`src/rtl/seq_det_pkg.sv`:
```
// Shared types, constants and reset-time defaults for the serial-pattern detector.
package seq_det_pkg;

  localparam int unsigned DEF_PATTERN_W = 4;
  localparam int unsigned DEF_CNT_W     = 8;

  typedef logic [DEF_PATTERN_W-1:0] pattern_t;

  localparam logic OVL_ON  = 1'b1;
  localparam logic OVL_OFF = 1'b0;

  localparam pattern_t DEF_PATTERN = 4'b0101;
  localparam logic     DEF_OVERLAP = OVL_ON;

  // True when the counter value has reached its saturation point.
  function automatic logic is_all_ones(input logic [63:0] value, input int unsigned width);
    logic res;
    res = 1'b1;
    for (int i = 0; i < 64; i++) begin
      if (i < width) begin
        res = res & value[i];
      end else begin
        res = res;
      end
    end
    return res;
  endfunction

endpackage

```
`src/rtl/seq_detector_param_sat_counter.sv`:
```
// Saturating up-counter with synchronous clear; sat is registered alongside count.
module sat_counter
  import seq_det_pkg::*;
#(
  parameter int unsigned CNT_W = DEF_CNT_W
) (
  input  logic             clock,
  input  logic             reset,
  input  logic             clr,
  input  logic             inc,
  output logic [CNT_W-1:0] count,
  output logic             sat
);

  logic [CNT_W-1:0] count_r;
  logic [CNT_W-1:0] count_nxt_s;
  logic             sat_r;
  logic             sat_nxt_s;

  // Next count: clear wins, increments stop once all-ones is reached.
  always_comb begin
    count_nxt_s = count_r;
    if (clr) begin
      count_nxt_s = {CNT_W{1'b0}};
    end else if (inc && !sat_r) begin
      count_nxt_s = count_r + CNT_W'(1);
    end else begin
      count_nxt_s = count_r;
    end
    sat_nxt_s = is_all_ones(64'(count_nxt_s), CNT_W);
  end

  // Count and saturation flag registers.
  always_ff @(posedge clock or negedge reset) begin
    if (!reset) begin
      count_r <= {CNT_W{1'b0}};
      sat_r   <= 1'b0;
    end else begin
      count_r <= count_nxt_s;
      sat_r   <= sat_nxt_s;
    end
  end

  assign count = count_r;
  assign sat   = sat_r;

endmodule

```
`src/rtl/seq_detector_param.sv`:
```
// Runtime-programmable serial-pattern detector with overlap control and saturating match count.
// Optional SEQ_DET_REG_OUT_EN registers the match flag (one cycle later); default is Mealy.
module seq_detector_param
  import seq_det_pkg::*;
#(
  parameter int unsigned           PATTERN_W = DEF_PATTERN_W,
  parameter logic [PATTERN_W-1:0]  PATTERN   = PATTERN_W'(DEF_PATTERN),
  parameter logic                  OVERLAP   = DEF_OVERLAP,
  parameter int unsigned           CNT_W     = DEF_CNT_W
) (
  input  logic                 clock,
  input  logic                 reset,
  input  logic                 in_valid,
  input  logic                 in,
  input  logic                 cfg_load,
  input  logic [PATTERN_W-1:0] cfg_pattern,
  input  logic                 cfg_overlap,
  output logic                 out,
  output logic [CNT_W-1:0]     match_cnt,
  output logic                 cnt_sat
);

  localparam int unsigned HIST_W = PATTERN_W - 1;
  localparam int unsigned FILL_W = $clog2(PATTERN_W);
  localparam logic [FILL_W-1:0] FILL_MAX = FILL_W'(PATTERN_W - 1);

  logic [PATTERN_W-1:0] pat_r;
  logic [PATTERN_W-1:0] pat_nxt_s;
  logic                 ovl_r;
  logic                 ovl_nxt_s;
  logic [HIST_W-1:0]    hist_r;
  logic [HIST_W-1:0]    hist_nxt_s;
  logic [FILL_W-1:0]    fill_r;
  logic [FILL_W-1:0]    fill_nxt_s;
  logic [PATTERN_W-1:0] window_s;
  logic                 match_s;

  // The fill gate keeps reset-time zeros in hist from ever matching.
  always_comb begin
    window_s = {hist_r, in};
    match_s  = in_valid & ~cfg_load & (fill_r == FILL_MAX) & (window_s == pat_r);
  end

  // Next-state for pattern, mode, history and fill; cfg_load discards the current bit.
  always_comb begin
    pat_nxt_s  = pat_r;
    ovl_nxt_s  = ovl_r;
    hist_nxt_s = hist_r;
    fill_nxt_s = fill_r;
    if (cfg_load) begin
      pat_nxt_s  = cfg_pattern;
      ovl_nxt_s  = cfg_overlap;
      hist_nxt_s = {HIST_W{1'b0}};
      fill_nxt_s = {FILL_W{1'b0}};
    end else if (in_valid) begin
      hist_nxt_s = window_s[HIST_W-1:0];
      if (match_s && !ovl_r) begin
        fill_nxt_s = {FILL_W{1'b0}};
      end else if (fill_r != FILL_MAX) begin
        fill_nxt_s = fill_r + FILL_W'(1);
      end else begin
        fill_nxt_s = fill_r;
      end
    end else begin
      fill_nxt_s = fill_r;
    end
  end

  // Detector state registers.
  always_ff @(posedge clock or negedge reset) begin
    if (!reset) begin
      pat_r  <= PATTERN;
      ovl_r  <= OVERLAP;
      hist_r <= {HIST_W{1'b0}};
      fill_r <= {FILL_W{1'b0}};
    end else begin
      pat_r  <= pat_nxt_s;
      ovl_r  <= ovl_nxt_s;
      hist_r <= hist_nxt_s;
      fill_r <= fill_nxt_s;
    end
  end

  sat_counter #(
    .CNT_W (CNT_W)
  ) u_cnt (
    .clock (clock),
    .reset (reset),
    .clr   (cfg_load),
    .inc   (match_s),
    .count (match_cnt),
    .sat   (cnt_sat)
  );

`ifdef SEQ_DET_REG_OUT_EN
  logic out_q;

  // Registered match flag, cleared by a configuration load.
  always_ff @(posedge clock or negedge reset) begin
    if (!reset) begin
      out_q <= 1'b0;
    end else if (cfg_load) begin
      out_q <= 1'b0;
    end else begin
      out_q <= match_s;
    end
  end

  assign out = out_q;
`else
  assign out = match_s;
`endif

endmodule

```
`config.mk`:
```
export PLATFORM = sky130hd
export DESIGN_NAME = seq_detector_param
export DESIGN_NICKNAME = d
export VERILOG_FILES = /design/src/rtl/seq_det_pkg.sv /design/src/rtl/seq_detector_param_sat_counter.sv /design/src/rtl/seq_detector_param.sv
export SDC_FILE = /design/constraint.sdc
export NUM_CORES = 1
export LEC_CHECK = 0
export CORE_UTILIZATION = 50
export CTS_CLUSTER_SIZE = 28
export DETAILED_ROUTE_END_ITERATION = 10
export HOLD_SLACK_MARGIN = 0.1
export PLACE_DENSITY = 0.77
export SLEW_MARGIN = 20
export SYNTH_ARGS = -nofsm -noshare
export SYNTH_HDL_FRONTEND = slang
export SYNTH_SLANG_ARGS = --single-unit
```
`constraint.sdc`:
```
create_clock -name clock -period 2.2 [get_ports clock]
set_input_delay 0.33 -clock clock [delete_from_list [all_inputs] [get_ports clock]]
set_output_delay 0.33 -clock clock [all_outputs]
set_load 0.005 [all_outputs]
```
==> results.tsv <==
metric	value	unit
status	complete, no violations	
die_w	47.38	um
cp_cell_sequence	xor2_1 -> or4b_1 -> nor4b_2 -> o211ai_1 -> a2111oi_2	
initial_utilization	53.03	%
track_usage	20.86	%
startpoint_type	flop	
yosysTopAreaCell	dfrtp_1	
gp_congestion	0.8083	
slew_viol_final	0	
grt_pass1_wl	3139	um
cts_sinks	19	
period_needed	1.997	ns
synth-edff-count	0	
antenna_found_initial	0	
worstPathMaxFanout	5	
p_sw	0.1644	mW
intPower	0.4803	mW
finish.instance_area	1335	sq um
syn_area_per_cell	10.51	sq um
post-synth-top-area-fraction	38.88	%
total_power	0.6447	mW
crit_arrival	2.19	ns
irDropWorstVdd	0.4340	mV
power_density	482.9	nW/um^2
setup_viol	0	
period_share	90.77	%
portBuffers	19	
cap_violations	0	
cp_top_family	simple AND/OR/NAND/NOR gates	
drive_gt1_share	20.80	%
ys_top_cells_by_area	dfrtp_1 39%, dfstp_2 7.7%, xor2_1 7.7%, mux2_2 5.5%, mux2i_1 4.9%	
vias_per_cell	5.336	
cts_hold_buf	0	
seqPwrFrac	58.4	%
cts_root_buf	clkbuf_4	
vias	811	
worstPathRequired	2.40	ns
path_clk_slew	0.11	ns
die_h	47.38	um
rows	16	
fin_worst_skew	0.002441	ns
synth-seq-cells	19	
async_flop_share	100.0	%
cts_made_buffers	3	
finalWirelength	1991	um
synth.distinct_cells	34	
final_cells	152	
drc	0	
dieArea	2245	sq um
worstMarginPinSlew	0.3944	ns
rsz0062_at_grt	false	
fin_nets	138	
pin_count	20	
antennaDiodeCount	0	
h-tree-depth	1	
area_growth	29.65	%
hold_path.class	input port to async pin	
gr-total-overflow	0	
synthTopCellsByCount	16 x dfrtp_1, 9 x nor2_1, 9 x xor2_1	
placed_cells	147	
placed_area	1286	sq um
yosysMostFrequentCell	dfrtp_1	
yosysSeqAreaShare	46.54	%
swShare	25.50	%
cp_slowest_cell	dfstp_2	
core_area	1942	sq um
crit_path_max_incr_delay	0.55	ns
power.leakage	0.6003	nW
slew_headroom	73.46	%
wire_per_inst	13.10	um
antenna_left	0	
syn_nets	110	
synth_ff_type	dfrtp_1	
grt_pass1_vias	714	
ys_warn_count	0	
firstDrtPassIters	4	
pwr-share-clk	28.1	%
fmax	500.8	MHz
synth_area	1030	sq um
synth_cells	98	
end_kind	flop	
power_frac_comb	13.5	%
worst-setup-path-type	flop to flop	
drt-initial-drc-count	4	
insertion_delay	0.30	ns
grt_max_degree	20	
cts_tree	yes	
clk_path_buf_depth	2	
critPathBufInv	0	
post-dp-hpwl	1537	um
hold_violations	0	
## metrics by stage
step / utilization, % / setup TNS [ns] / hold slack [ns] / setup WS, ns
2_1_floorplan: - / 0 / 0.03441 / 0.3328
3_3_place_gp: 66.24 / -0.03269 / 0.5150 / -0.03269
3_5_place_dp: 66.24 / -0.09644 / 0.5174 / -0.08547
4_1_cts: 68.62 / 0 / 0.3505 / 0.004273
5_1_grt: 68.75 / 0 / 0.3747 / 0.04910
6_report: 68.75 / 0 / 0.3464 / 0.2031
## final cells by class
type | count | area, sq um
repair buffers | 28 | 260.3
inverters | 4 | 15.01
fillers | 160 | 606.8
flip-flops and latches | 19 | 479.2
well taps | 27 | 33.78
clock inverters | 1 | 5.005
multi-input cells | 70 | 519.2
clock buffers | 3 | 22.52
## placed cells by master (no fill, tap or decap), types with 3 or more instances in the layout
cell,count
dfstp_2,3
mux2i_1,5
inv_1,4
mux2_2,5
clkbuf_4,3
nand4_1,3
nor2_1,9
buf_4,9
nor2b_1,3
clkdlybuf4s50_1,18
dfrtp_1,16
xor2_1,9
nand3_1,4
nand2_1,5
## layer usage
layer	up-vias	wire, um	track usage (%)
li1	404	-	-
met5	-	0	0
met4	0	31	6.857
met2	12	973	33.97
met1	391	925	28.13
met3	4	60	3.462
## flip-flops by register name, indices dropped and copies added, names as in the netlist
name / count
u_cnt.count: 8
ovl_r: 1
u_cnt.sat: 1
hist_r: 3
pat_r: 4
fill_r: 2
## power by group through the flow
stage | sequential (mW) | combinational, mW | clock, mW
2_1_floorplan | 0.381 | 0.0478 | 0
3_3_place_gp | 0.383 | 0.0811 | 0
3_5_place_dp | 0.384 | 0.0834 | 0
4_1_cts | 0.377 | 0.0881 | 0.187
5_1_grt | 0.378 | 0.0976 | 0.198
6_report | 0.376 | 0.0871 | 0.181
## worst paths after layout
| check | from | to | slack, ns | depth (start not counted) |
|---|---|---|---|---|
| worst min register to register | pat_r[3]$_DFFE_PN0P_ | pat_r[3]$_DFFE_PN0P_ | 0.54 | 1 |
| min in group clock | pat_r[3]$_DFFE_PN0P_ | pat_r[3]$_DFFE_PN0P_ | 0.54 | 1 |
| worst min-delay path | reset | fill_r[0]$_DFFE_PN0P_ | 0.35 | 2 |
| worst max register to register | pat_r[0]$_DFFE_PN1P_ | u_cnt.sat$_DFF_PN0_ | 0.20 | 5 |
| worst max-delay path | pat_r[0]$_DFFE_PN1P_ | u_cnt.sat$_DFF_PN0_ | 0.20 | 5 |
| max in group asynchronous | reset | pat_r[0]$_DFFE_PN1P_ | 1.59 | 2 |
## repair_timing
action                     in CTS  in global routing
hold endpoints to repair        0                  0
buffers inserted                1                  0
setup endpoints to repair       1                  1
gates resized for setup         2                  1
gates cloned                    0                  0
## cell families after synthesis
kind of cell             share of synthesized area [%]
XOR/XNOR                                         7.655
AO/OA/AOI/OAI                                    8.749
adder cells (fa/ha/maj)                          2.430
flip-flops                                       46.54
buffers and inverters                            4.130
multiplexers                                     10.33
AND/OR/NAND/NOR                                  20.17
Note: power is estimated with default switching activity, not from simulation.
